## src/rtl/sync_fifo_param_if.sv

```systemverilog
// sync_fifo_param_if: write/read handshake and status bundle of the parametrised FIFO
interface sync_fifo_param_if #(
  parameter int WIDTH      = 10,
  parameter int DEPTH_LOG2 = 4
);
  logic [WIDTH-1:0]    din;
  logic                din_dv;
  logic                din_rdy;
  logic [WIDTH-1:0]    dout;
  logic                dout_dv;
  logic                dout_rdy;
  logic [DEPTH_LOG2:0] level;
  logic                afull;
  logic                aempty;
  logic                overflow;
  modport master (
    output din, din_dv, dout_rdy,
    input  din_rdy, dout, dout_dv, level, afull, aempty, overflow
  );
  modport slave (
    input  din, din_dv, dout_rdy,
    output din_rdy, dout, dout_dv, level, afull, aempty, overflow
  );
endinterface

```

## src/rtl/sync_fifo_param.sv

```systemverilog
// sync_fifo_param: single-clock FIFO with FWFT or read-request output, level/threshold flags, sticky overflow and flush
module sync_fifo_param #(
  parameter int WIDTH         = 10,
  parameter int DEPTH_LOG2    = 4,
  parameter int AFULL_THRESH  = 12,
  parameter int AEMPTY_THRESH = 2,
  parameter int FWFT          = 1
) (
  input logic            clk_i,
  input logic            rst_ni,
  input logic            clr_i,
  sync_fifo_param_if.slave f
);
  localparam int depth = 2 ** DEPTH_LOG2;
  localparam logic [DEPTH_LOG2:0] full_lvl   = depth[DEPTH_LOG2:0];
  localparam logic [DEPTH_LOG2:0] afull_lvl  = AFULL_THRESH[DEPTH_LOG2:0];
  localparam logic [DEPTH_LOG2:0] aempty_lvl = AEMPTY_THRESH[DEPTH_LOG2:0];
  logic [WIDTH-1:0]    mem_q [depth];
  logic [DEPTH_LOG2:0] wptr_q, wptr_d, rptr_q, rptr_d, level_q, level_d;
  logic [WIDTH-1:0]    dout_q, dout_d;
  logic                dout_dv_q, dout_dv_d, din_rdy_q, din_rdy_d;
  logic                afull_q, afull_d, aempty_q, aempty_d, ovf_q, ovf_d;
  logic                mem_empty, wr, rd, load;
  // In FWFT mode the output register holds the head and is part of LEVEL;
  // the memory refills it whenever it is empty or being consumed.
  // In read-request mode a request pops the memory straight into DOUT.
  always_comb begin
    mem_empty = wptr_q == rptr_q;
    wr        = f.din_dv && din_rdy_q;
    rd        = FWFT != 0 ? dout_dv_q && f.dout_rdy : f.dout_rdy && !mem_empty;
    load      = FWFT != 0 ? !mem_empty && (!dout_dv_q || rd) : rd;
    wptr_d    = clr_i ? '0 : wptr_q + (DEPTH_LOG2+1)'(wr);
    rptr_d    = clr_i ? '0 : rptr_q + (DEPTH_LOG2+1)'(load);
    level_d   = clr_i ? '0 : level_q + (DEPTH_LOG2+1)'(wr) - (DEPTH_LOG2+1)'(rd);
    dout_d    = load && !clr_i ? mem_q[rptr_q[DEPTH_LOG2-1:0]] : dout_q;
    dout_dv_d = clr_i ? 1'b0 : FWFT != 0 ? (load ? 1'b1 : rd ? 1'b0 : dout_dv_q) : load;
    din_rdy_d = level_d != full_lvl;
    afull_d   = level_d >= afull_lvl;
    aempty_d  = level_d <= aempty_lvl;
    ovf_d     = clr_i ? 1'b0 : ovf_q || (f.din_dv && !din_rdy_q);
  end
  // State and registered flags; flags are derived from next LEVEL so they track it cycle-exactly.
  always_ff @(posedge clk_i or negedge rst_ni) begin
    if (!rst_ni) begin
      wptr_q    <= '0;
      rptr_q    <= '0;
      level_q   <= '0;
      dout_q    <= '0;
      dout_dv_q <= 1'b0;
      din_rdy_q <= 1'b1;
      afull_q   <= 1'b0;
      aempty_q  <= 1'b1;
      ovf_q     <= 1'b0;
    end else begin
      wptr_q    <= wptr_d;
      rptr_q    <= rptr_d;
      level_q   <= level_d;
      dout_q    <= dout_d;
      dout_dv_q <= dout_dv_d;
      din_rdy_q <= din_rdy_d;
      afull_q   <= afull_d;
      aempty_q  <= aempty_d;
      ovf_q     <= ovf_d;
    end
  end
  // Storage array; contents survive reset and flush, only the pointers are cleared.
  always_ff @(posedge clk_i) begin
    if (wr && !clr_i) mem_q[wptr_q[DEPTH_LOG2-1:0]] <= f.din;
  end
  assign f.din_rdy  = din_rdy_q;
  assign f.dout     = dout_q;
  assign f.dout_dv  = dout_dv_q;
  assign f.level    = level_q;
  assign f.afull    = afull_q;
  assign f.aempty   = aempty_q;
  assign f.overflow = ovf_q;
endmodule
```

## src/flat_wrapper.sv

```systemverilog
// flat-port wrapper written by rule: the top's interface ports become plain ports
module sync_fifo_param_flat 
#(
  parameter int WIDTH         = 10,
  parameter int DEPTH_LOG2    = 4,
  parameter int AFULL_THRESH  = 12,
  parameter int AEMPTY_THRESH = 2,
  parameter int FWFT          = 1
)
  (clk_i, rst_ni, clr_i, f_din, f_din_dv, f_dout_rdy, f_din_rdy, f_dout, f_dout_dv, f_level, f_afull, f_aempty, f_overflow);
  sync_fifo_param_if #(.WIDTH(WIDTH), .DEPTH_LOG2(DEPTH_LOG2)) f_i ();
  input logic clk_i;
  input logic rst_ni;
  input logic clr_i;
  input wire logic [$bits(f_i.din)-1:0] f_din;
  input wire logic [$bits(f_i.din_dv)-1:0] f_din_dv;
  input wire logic [$bits(f_i.dout_rdy)-1:0] f_dout_rdy;
  output wire logic [$bits(f_i.din_rdy)-1:0] f_din_rdy;
  output wire logic [$bits(f_i.dout)-1:0] f_dout;
  output wire logic [$bits(f_i.dout_dv)-1:0] f_dout_dv;
  output wire logic [$bits(f_i.level)-1:0] f_level;
  output wire logic [$bits(f_i.afull)-1:0] f_afull;
  output wire logic [$bits(f_i.aempty)-1:0] f_aempty;
  output wire logic [$bits(f_i.overflow)-1:0] f_overflow;
  assign f_i.din = f_din;
  assign f_i.din_dv = f_din_dv;
  assign f_i.dout_rdy = f_dout_rdy;
  assign f_din_rdy = f_i.din_rdy;
  assign f_dout = f_i.dout;
  assign f_dout_dv = f_i.dout_dv;
  assign f_level = f_i.level;
  assign f_afull = f_i.afull;
  assign f_aempty = f_i.aempty;
  assign f_overflow = f_i.overflow;
  sync_fifo_param #(.WIDTH(WIDTH), .DEPTH_LOG2(DEPTH_LOG2), .AFULL_THRESH(AFULL_THRESH), .AEMPTY_THRESH(AEMPTY_THRESH), .FWFT(FWFT)) u_core (.clk_i(clk_i), .rst_ni(rst_ni), .clr_i(clr_i), .f(f_i));
endmodule
```

## config.mk

```make
export PLATFORM = sky130hd
export DESIGN_NAME = sync_fifo_param_flat
export DESIGN_NICKNAME = d
export VERILOG_FILES = /design/src/rtl/sync_fifo_param_if.sv /design/src/rtl/sync_fifo_param.sv /design/src/flat_wrapper.sv
export SDC_FILE = /design/constraint.sdc
export NUM_CORES = 1
export LEC_CHECK = 0
export ABC_AREA = 1
export CORE_AREA = 2 2 187 97
export CTS_BUF_LIST = sky130_fd_sc_hd__clkbuf_8
export CTS_CLUSTER_DIAMETER = 200
export DETAILED_ROUTE_END_ITERATION = 10
export DIE_AREA = 0 0 189 99
export PLACE_DENSITY = 0.68
export SYNTH_ARGS = -nofsm -noshare
export SYNTH_HDL_FRONTEND = slang
export SYNTH_SLANG_ARGS = --single-unit
export TNS_END_PERCENT = 5
```

## constraint.sdc

```tcl
create_clock -name clk_i -period 2.9 [get_ports clk_i]
set_input_delay 0.87 -clock clk_i [delete_from_list [all_inputs] [get_ports clk_i]]
set_output_delay 0.87 -clock clk_i [all_outputs]
set_load 0.05 [all_outputs]
```

; ---- Yosys cells after proc, flatten, opt, wreduce, memory -nomap -nowiden
; Memories as Yosys holds them, arrays and structs flattened. A register that Yosys moved wholly into a read port is not among the register bits.
; Index checks and enable logic that the tools add are counted.
[word_totals]
word_cells = 40
register_bits = 20
ramBits = 160
mem_count = 1
inputBits = 15
[classes]
n_mux = 9
eq_ne = 2
reduce_logical = 14
order_cmp = 2
addsub = 4
[mem_list]
columns = name, words, width, rd, rd_clocked_by_memory_dff, write_ports, line
row1 = u_core.mem_q, 16, 10, 1, 1, 1, sync_fifo_param.sv:18  ; logic [WIDTH-1:0] mem_q [depth];
[op_table]
columns = operator, count
row1 = adder 5 x 1 -> 5 bit, 3
row2 = two-way mux 5 bit, 3
row3 = logical AND 1 bit, 6
row4 = two-way mux 1 bit, 6
row5 = equality test 5 bit, 1
row6 = "greater-or-equal comparator 5 x 4 -> 1 bit, second input constant", 1
row7 = "<= comparator 5 x 2 -> 1 bit, second input constant", 1
row8 = logical NOT 1 bit, 5
row9 = "inequality test 5 bit, second input constant", 1
row10 = subtractor 5 x 1 -> 5 bit, 1
row11 = nonzero test 3 bit, 1
row12 = logical OR 1 bit, 2

; ---- Logic depth before layout (Yosys ltp)
; Gate-level depths: netlist of the first run.
[depth]
word_depth = 5
ltp_mapped = 14
depth_no_buf = 14

; ---- Worst setup path after synthesis of the first run
; No wires, ideal clock.
[synth_timing]
path_kind = in2reg
from = input f_dout_rdy
to = register u_core.din_rdy_q, in the netlist u_core.f.din_rdy
path_buffers = 0
arrival_ns = 2.422
cell_stages = 14
t_required_ns = 2.823
path_slack_ns = 0.400
setup_ns = 0.077
path_cell_list = nand2_1 -> inv_1 -> ha_1 -> inv_1 -> ha_1 -> fa_1 -> nand2_1 -> nand2_1 -> a21oi_1 -> nor2_1 -> nor2_1 -> nand2_1 -> nor2_1 -> nand2_1
[synth_between]
elab_chain_len = 4
[synth_lines]
columns = item, line
row1 = from (decl), flat_wrapper.sv:17  ; input wire logic [$bits(f_i.dout_rdy)-1:0] f_dout_rdy;
row2 = logical AND 1 bit, sync_fifo_param.sv:30  ; rd = FWFT != 0 ? dout_dv_q && f.dout_rdy : f.dout_rdy && !mem_empty;
row3 = subtractor 5 x 1 -> 5 bit, sync_fifo_param.sv:34  ; level_d = clr_i ? '0 : level_q + (DEPTH_LOG2+1)'(wr) - (DEPTH_LOG2+1)'(rd);
row4 = two-way mux 5 bit, sync_fifo_param.sv:34
row5 = inequality test 5 bit, sync_fifo_param.sv:37  ; din_rdy_d = level_d != full_lvl;
row6 = via u_core.din_rdy_d, sync_fifo_param.sv:21  ; logic dout_dv_q, dout_dv_d, din_rdy_q, din_rdy_d;
row7 = to (signal assigned), sync_fifo_param.sv:60  ; din_rdy_q <= din_rdy_d;
row8 = to (decl), sync_fifo_param.sv:21
; The timed path passes the listed nets, and every way through them passes these cells.
; A chain may end at the register's enable or synchronous reset.

; ---- Worst setup path after layout of the first run
[layout_timing]
from = register u_core.din_rdy_q, in the netlist u_core.f.din_rdy
to = output f_din_rdy
[layout_rtl]
columns = item, line
row1 = to (decl), flat_wrapper.sv:18  ; output wire logic [$bits(f_i.din_rdy)-1:0] f_din_rdy;
; No word-level cell between the ends.

==> results by group, run 1 <==
Worst setup path
  • Critical path origin: u_core.f.din_rdy
  • R2R Setup Slk: ~640 ps
  • CP Buf/Inv Count: 1
  • Critical Path AT: about 1900 ps
  • Crit end category: output pin
  • Reg2reg end: u_core.rptr_q[4]
  • Highest-delay cell along the critical path: clkdlybuf4s50_1
  • Crit path kind: flop to output pin
  • Levels on crit path: 1
  • Crit-path max cell delay: slightly above 800 ps
  • Critical path cell sequence: clkdlybuf4s50_1
  • Delay-heaviest family, CP: buffers and inverters
  • CP required: between 2000 and 2500 ps
  • Reg2Reg Depth: 13
  • CP endpoint: f_din_rdy
  • Worst r2r src: u_core.rptr_q[3]
  • Crit path launch type: flop
  • Critical Path Fanout Max: 3

Clock tree
  • Number of H-tree levels: 4
  • Clock net sink count: 190
  • CTS buffer count: 17
  • Clock Pin Slew Worst Setup and Hold Paths: between 100 and 150 ps
  • Clk root buf: clkbuf_8
  • Max clock buf depth: 2
  • Clock Latency Late Sink: 480 ps
  • CTS tree: built
  • Hold-fix buffers at CTS: 0
  • Post-CTS Resized: 0
  • Setup repair bufs after CTS: 0

Timing
  • Crit share post-route: approximately 95%
  • Fin Hold WS: between 400 and 500 ps
  • Final slew viol count: 0
  • Hold Vio Cnt, Final: 0
  • Max-slew headroom at the worst pin: a little over two fifths
  • Endpoints failing setup: 0
  • Fin crit period: 2750 ps
  • Clock skew: approximately 20 ps
  • Post-route setup slack: roughly 150 ps
  • Slew @ Worst Pin: 873 ps
  • Unrepaired setup endpoints after global routing: false
  • Max frequency: around 0.36 GHz

Power and ir drop
  • PD cells: around 780 nW/µm²
  • Int Power: roughly 4.6 mW
  • Clock group share of total power: about a quarter
  • Switch share: about two fifths
  • Net Switching: about 2.9 mW
  • Tot Pwr: 7.48 mW
  • Sequential share of power: 43.5%
  • Leakage: between 4 and 5 nW
  • Maximum vdd drop: roughly 560 µV
  • Combinational Power Share: between 30% and 40%

Routing
  • Vias per cell: about 5
  • Wire length on met1: around 9900 µm
  • Top Layer Used: met4
  • DRC viols: 0
  • ANT nets after route: 0
  • WL/cell: around 17 µm
  • Met3 WL: 1630 µm
  • Drt pass-1 iters: 5
  • DRT Wirelength: slightly below 20,000 µm
  • Met2 routed WL: 7590 µm
  • Via count: between 5,000 and 6,000
  • DRT iter0 DRCs: 629

Yosys
  • Yosys synthesis warning count: 0
  • Area of the mapped netlist: roughly 8400 µm²
  • Top-count cell post-synth: nand2_1
  • Post-synth EDFFs: 160
  • Cells after Synth: around 850
  • Sequential-to-total area share from yosys stat: around 66%
  • Post-Synthesis Mean Instance Area: 9.94 µm²
  • Synth top area share: a little under three fifths
  • Commonest cells in the netlist: nand2_1, edfxtp_1, inv_1
  • Synth area leader: edfxtp_1
  • Most used DFF post-synth: edfxtp_1
  • Seq cells post-synth: 190
  • Synth unique cells: 27
  • Synthesized Nets: a little under 900
  • Asr flop ratio synth: ~16%
  • Largest cells by area after synthesis: edfxtp_1, nand2_1, dfrtp_1, nand3_1, inv_1

Die
  • # IOs: 35
  • Core Area: 17,100 µm²
  • Chip width: approximately 190 µm
  • Die Area: 18,700 µm²
  • Starting density of the core: about half
  • Die Y: 99 µm
  • Row count: 34

Global route
  • Largest net degree at the start of global routing: 57
  • First-pass GRT wire length: slightly above 30,000 µm
  • Vias in the first global route: between 5,000 and 6,000
  • GRT Overall Usage: about 22%
  • Grt total ovfl: 0
  • Number of antenna violations at the first check in global routing: 0

Placement
  • Gpl congestion: between 0.8 and 0.9
  • Worst slack, placed: -198 ps
  • Post-DP HPWL: roughly 12,000 µm
  • PortBufs: 34

Final layout
  • NumNets Final: about 930
  • Layout area overhead: 13.3%
  • Fraction of layout cells with a size suffix above 1: between 8 and 9%
  • FF/Latch Area: between 5000 and 6000 µm²
  • Fillers: around 1,500
  • # diodes: 0
  • Area of the multi-input gates: between 2000 and 2500 µm²
  • Fin util: 56.0%

Hold path
  • Worst hold path type: flop to flop
  • Worst hold start: u_core.f.dout[0]

Outcome
  • Outcome: completed

Run
  • Max cap viols: 0
-- registers in the layout (all words and copies together) (netlist names) --
signal and flops:
u_core.f.aempty 1, u_core.f.dout_dv 1, u_core.mem_q 160, u_core.f.afull 1, u_core.f.din_rdy 1, u_core.f.overflow 1, u_core.f.dout 10, u_core.rptr_q 5
u_core.wptr_q 5, u_core.f.level 5
-- cells in the final DEF, fill, tap and decap left out, types with 2 or more instances in the layout --
cell,n
nand2_1,273
edfxtp_1,160
inv_1,148
nand3_1,128
nor2_1,34
clkdlybuf4s50_1,34
buf_4,33
dfrtp_1,27
clkbuf_8,17
ha_1,9
a21oi_1,8
o21ai_0,7
inv_8,5
inv_2,4
clkinv_4,4
clkinv_1,3
nor2_2,2
nand3_4,2
nor3_1,2
inv_6,2
buf_12,2
dfstp_2,2
-- per-stage QoR --
| stage | cells | instance area [µm²] | TNS [ps] |
|---|---|---|---|
| after floorplan | 849 | 8440 | 0 |
| after global placement | 1118 | 9170 | -488 |
| after detailed placement | 1118 | 9170 | -553 |
| after CTS | 1150 | 9550 | 0 |
| after global routing | 1150 | 9550 | 0 |
| final | 1150 | 9550 | 0 |
-- power by group through the flow --
stage | Clock [mW] | Combinational [mW] | Sequential, mW
floorplan | 0 | 1.36 | 3.68
global placement | 0 | 2.42 | 3.31
detailed placement | 0 | 2.45 | 3.31
CTS | 1.78 | 2.47 | 3.25
global route | 1.89 | 2.75 | 3.27
finish | 1.74 | 2.48 | 3.25
-- metal layers --
layer	track usage (%)	vias to the layer above
li1	-	2814
met1	34.7	2706
met2	29.5	187
met3	6.23	18
met4	5.59	0
met5	0	-
-- worst min path at each step --
stage | cells after the start | slack [ps] | endpoint
5_1_grt | 2 | 520 | u_core.f.dout[0]
3_5_place_dp | 2 | 460 | u_core.f.dout[0]
3_3_place_gp | 2 | 460 | u_core.f.dout[0]
6_report | 2 | 490 | u_core.f.dout[0]
2_1_floorplan | 1 | 530 | u_core.wptr_q[2]
4_1_cts | 2 | 490 | u_core.f.dout[8]
-- final cells by class --
type                       count  area share [%]
clock buffer                  17            2.45
clock inverter                15            1.61
inverter                     154            6.08
timing repair buffer          69            6.57
tap                          234            3.06
multi-input combinational    471            22.0
sequential                   190            58.2
-- cell families after synthesis --
| logic type | after synthesis | synth area share (%) |
|---|---|---|
| AND/OR/NAND/NOR | 444 | 22.3 |
| flip-flops | 190 | 65.9 |
| buffers and inverters | 188 | 9.15 |
| AO/OA/AOI/OAI | 15 | 0.890 |
| adder cells (fa/ha/maj) | 10 | 1.57 |
| XOR/XNOR | 2 | 0.208 |
Note: power is estimated with default switching activity, not from simulation.
==> run 2, diff against run 1 <==
--- a/config.mk
+++ b/config.mk
@@ -5,12 +5,11 @@
 export SDC_FILE = /design/constraint.sdc
 export NUM_CORES = 1
 export LEC_CHECK = 0
-export ABC_AREA = 1
-export CORE_AREA = 2 2 187 97
+export CORE_AREA = 2 2 178 93
 export CTS_BUF_LIST = sky130_fd_sc_hd__clkbuf_8
 export CTS_CLUSTER_DIAMETER = 200
 export DETAILED_ROUTE_END_ITERATION = 10
-export DIE_AREA = 0 0 189 99
+export DIE_AREA = 0 0 180 95
 export PLACE_DENSITY = 0.68
 export SYNTH_ARGS = -nofsm -noshare
 export SYNTH_HDL_FRONTEND = slang
==> run 2 against run 1 <==
Via count is 29% lower. Sequential power hardly changed. Clock power up 3%. Die area decreased by 8.6%. Count of clock-buffer cells in the layout unchanged. Total power fell by 2.1%. Critical endpoint is now u_core.f.afull. Largest power group unchanged.
==> results by group, run 2 <==
Global route
  • First-pass GRT wire length: 24,400 µm (was 30,600 µm)
  • Number of antenna violations at the first check in global routing: 0 (unchanged)
  • Grt total ovfl: 0 (unchanged)
  • GRT Overall Usage: 20.0% (was 22.0%)
  • Largest net degree at the start of global routing: 31 (was 57)
  • Vias in the first global route: 4,057 (was 5,371)

Worst setup path
  • Highest-delay cell along the critical path: clkdlybuf4s50_1 (unchanged)
  • Critical path origin: f_dout_rdy (was u_core.f.din_rdy)
  • Critical Path AT: 3120 ps (was 1880 ps)
  • Worst r2r src: u_core.wptr_q[2] (was u_core.rptr_q[3])
  • CP endpoint: u_core.f.afull (was f_din_rdy)
  • Reg2Reg Depth: 9 (was 13)
  • R2R Setup Slk: 360 ps (was 640 ps)
  • Reg2reg end: u_core.rptr_q[4] (unchanged)
  • Crit path launch type: input pin (was flop)
  • Critical Path Fanout Max: 3 (unchanged)
  • Crit-path max cell delay: 410 ps (was 810 ps)
  • Levels on crit path: 12 (was 1)
  • CP required: 3240 ps (was 2030 ps)
  • Crit end category: flop (was output pin)
  • CP Buf/Inv Count: 3 (was 1)
  • Critical path cell sequence: clkdlybuf4s50_1, and2_1, ha_1, inv_1, ha_1, fa_2, a21o_1, a21oi_2, xnor2_1, nor2_1, buf_4, a21o_1 (was clkdlybuf4s50_1)
  • Delay-heaviest family, CP: adder cells (was buffers and inverters)
  • Crit path kind: input pin to flop (was flop to output pin)

Clock tree
  • Hold-fix buffers at CTS: 0 (unchanged)
  • CTS tree: built (unchanged)
  • Clock Pin Slew Worst Setup and Hold Paths: 100 ps (was 110 ps)
  • Number of H-tree levels: 4 (unchanged)
  • Clk root buf: clkbuf_8 (unchanged)
  • Clock Latency Late Sink: 450 ps (was 480 ps)
  • Max clock buf depth: 2 (unchanged)
  • Clock net sink count: 190 (unchanged)
  • Setup repair bufs after CTS: 0 (unchanged)
  • CTS buffer count: 17 (unchanged)

Final layout
  • # diodes: 0 (unchanged)
  • NumNets Final: 527 (was 928)
  • Fraction of layout cells with a size suffix above 1: 23.7% (was 8.62%)
  • Commonest non-fill, non-tap cells in the layout: edfxtp_1, buf_4, clkdlybuf4s50_1, mux4_2 (was nand2_1, edfxtp_1, inv_1, nand3_1)
  • Fillers: 1,188 (was 1,502)
  • Layout area overhead: 16.3% (was 13.3%)
  • Flip-flop count of the largest register after layout: 160 (unchanged)
  • Fin util: 56.3% (was 56.0%)
  • Most common cell after layout, fill and taps aside: edfxtp_1 (was nand2_1)

Timing
  • Clock skew: 12.8 ps (was 19.9 ps)
  • Hold Vio Cnt, Final: 0 (unchanged)
  • Final slew viol count: 0 (unchanged)
  • Max frequency: 0.360 GHz (was 0.363 GHz)
  • Setup TNS Final: 0 ps (unchanged)
  • Slew @ Worst Pin: 709 ps (was 873 ps)
  • Max-slew headroom at the worst pin: 52.6% (was 41.7%)
  • Unrepaired setup endpoints after global routing: false (unchanged)
  • Crit share post-route: 95.8% (was 95.0%)
  • Fin crit period: 2780 ps (was 2750 ps)
  • Fin Hold WS: 509 ps (was 487 ps)
  • Endpoints failing setup: 0 (unchanged)

Die
  • Die Y: 95 µm (was 99 µm)
  • # IOs: 35 (unchanged)
  • Core Area: 15,700 µm² (was 17,100 µm²)
  • Die Area: 17,100 µm² (was 18,700 µm²)
  • Row count: 33 (was 34)
  • Starting density of the core: 48.4% (was 49.4%)
  • Chip width: 180 µm (was 189 µm)

Yosys
  • Asr flop ratio synth: 15.8% (unchanged)
  • Area of the mapped netlist: 7620 µm² (was 8440 µm²)
  • Sequential-to-total area share from yosys stat: 72.9% (was 65.9%)
  • Commonest cells in the netlist: edfxtp_1, mux4_2, dfrtp_1 (was nand2_1, edfxtp_1, inv_1)
  • Yosys synthesis warning count: 0 (unchanged)
  • Top-count cell post-synth: edfxtp_1 (was nand2_1)
  • Most used DFF post-synth: edfxtp_1 (unchanged)
  • Seq cells post-synth: 190 (unchanged)
  • Cells after Synth: 429 (was 849)
  • Synthesized Nets: 454 (was 874)
  • Largest cells by area after synthesis: edfxtp_1, dfrtp_1, mux4_2, mux2i_1, ha_1 (was edfxtp_1, nand2_1, dfrtp_1, nand3_1, inv_1)
  • Synth top area share: 63.1% (was 57.0%)
  • Synth area leader: edfxtp_1 (unchanged)
  • Post-Synthesis Mean Instance Area: 17.8 µm² (was 9.94 µm²)
  • Post-synth EDFFs: 160 (unchanged)
  • Synth unique cells: 37 (was 27)

Run
  • Max cap viols: 0 (unchanged)

Routing
  • Via count: 4,042 (was 5,725)
  • ANT nets after route: 0 (unchanged)
  • WL/cell: 22.2 µm (was 16.8 µm)
  • DRT Wirelength: 16,100 µm (was 19,300 µm)
  • Vias per cell: 5.58 (was 4.98)
  • DRC viols: 0 (unchanged)
  • DRT iter0 DRCs: 422 (was 629)
  • Drt pass-1 iters: 5 (unchanged)

Power and ir drop
  • Maximum vdd drop: 363 µV (was 563 µV)
  • PD cells: 826 nW/µm² (was 783 nW/µm²)
  • Tot Pwr: 7.32 mW (was 7.48 mW)
  • Leakage: 3.06 nW (was 4.22 nW)

Placement
  • PortBufs: 34 (unchanged)
  • Post-DP HPWL: 10,700 µm (was 12,400 µm)
  • Gpl congestion: 0.789 (was 0.850)

Hold path
  • Worst hold path type: flop to flop (unchanged)

Outcome
  • Outcome: completed (unchanged)
-- run 2: kinds of logic after synthesis --
kind of cell / Yosys count / share of synthesized area [%]
AOI/OAI and AO/OA: 35 / 2.87
DFF: 190 / 72.9
muxes: 60 / 13.2
buffers and inverters: 31 / 2.20
and+or+nand+nor: 88 / 5.34
xor gates and xnor gates: 15 / 1.72
adders and majority gates: 10 / 1.74
-- run 2: final cells by class --
class	instances	area (µm²)	area share (%)
repair buffers	76	693	7.82
multi-input cells	208	1910	21.5
well taps	210	263	2.96
clock inverters	15	174	1.96
inverters	9	33.8	0.381
flip-flops and latches	190	5560	62.7
clock buffers	17	234	2.64
-- run 2: how the worst min path moves through the flow --
| stage | start | to | slack [ps] | cells after the start |
|---|---|---|---|---|
| detailed placement | u_core.f.overflow | u_core.f.overflow | 480 | 2 |
| global placement | u_core.f.overflow | u_core.f.overflow | 480 | 2 |
| finish | u_core.f.overflow | u_core.f.overflow | 510 | 2 |
| floorplan | u_core.rptr_q[4] | u_core.rptr_q[4] | 520 | 2 |
| global route | u_core.f.dout[6] | u_core.f.dout[6] | 540 | 1 |
| CTS | u_core.f.overflow | u_core.f.overflow | 510 | 2 |
-- run 2: where the power goes --
part	switching, mW	internal, mW
Clock	1.00	0.797
Sequential	0.126	3.14
Combinational	1.25	1.00
Total	2.38	4.94
-- run 2: tightest hold or removal path, cell delays in order (launching register included) --
cell and delay [ps]:
dfrtp_1 350, a21oi_1 50, nor2_1 70
-- run 2: timing repair --
item | 4_1_cts | 5_1_grt
resized for setup | 0 | 3
setup endpoints to repair | 0 | 3
hold endpoints to repair | 0 | 0
-- run 2: per-layer routing --
layer  vias up  share of wire [%]  GRT usage, %
li1       1793                  -             -
met1      2114                 48          30.7
met2       127                 43          28.1
met3         8                7.9          5.82
met4         0               0.58          4.67
met5         -                  0             0
-- run 2: stage by stage --
stage,cells,setup WS [ps],instance area (µm²)
floorplan,429,112,7620
CTS,725,40.1,8860
global placement,693,-371,8450
global route,725,17.7,8860
detailed placement,693,-434,8450
finish,725,123,8860
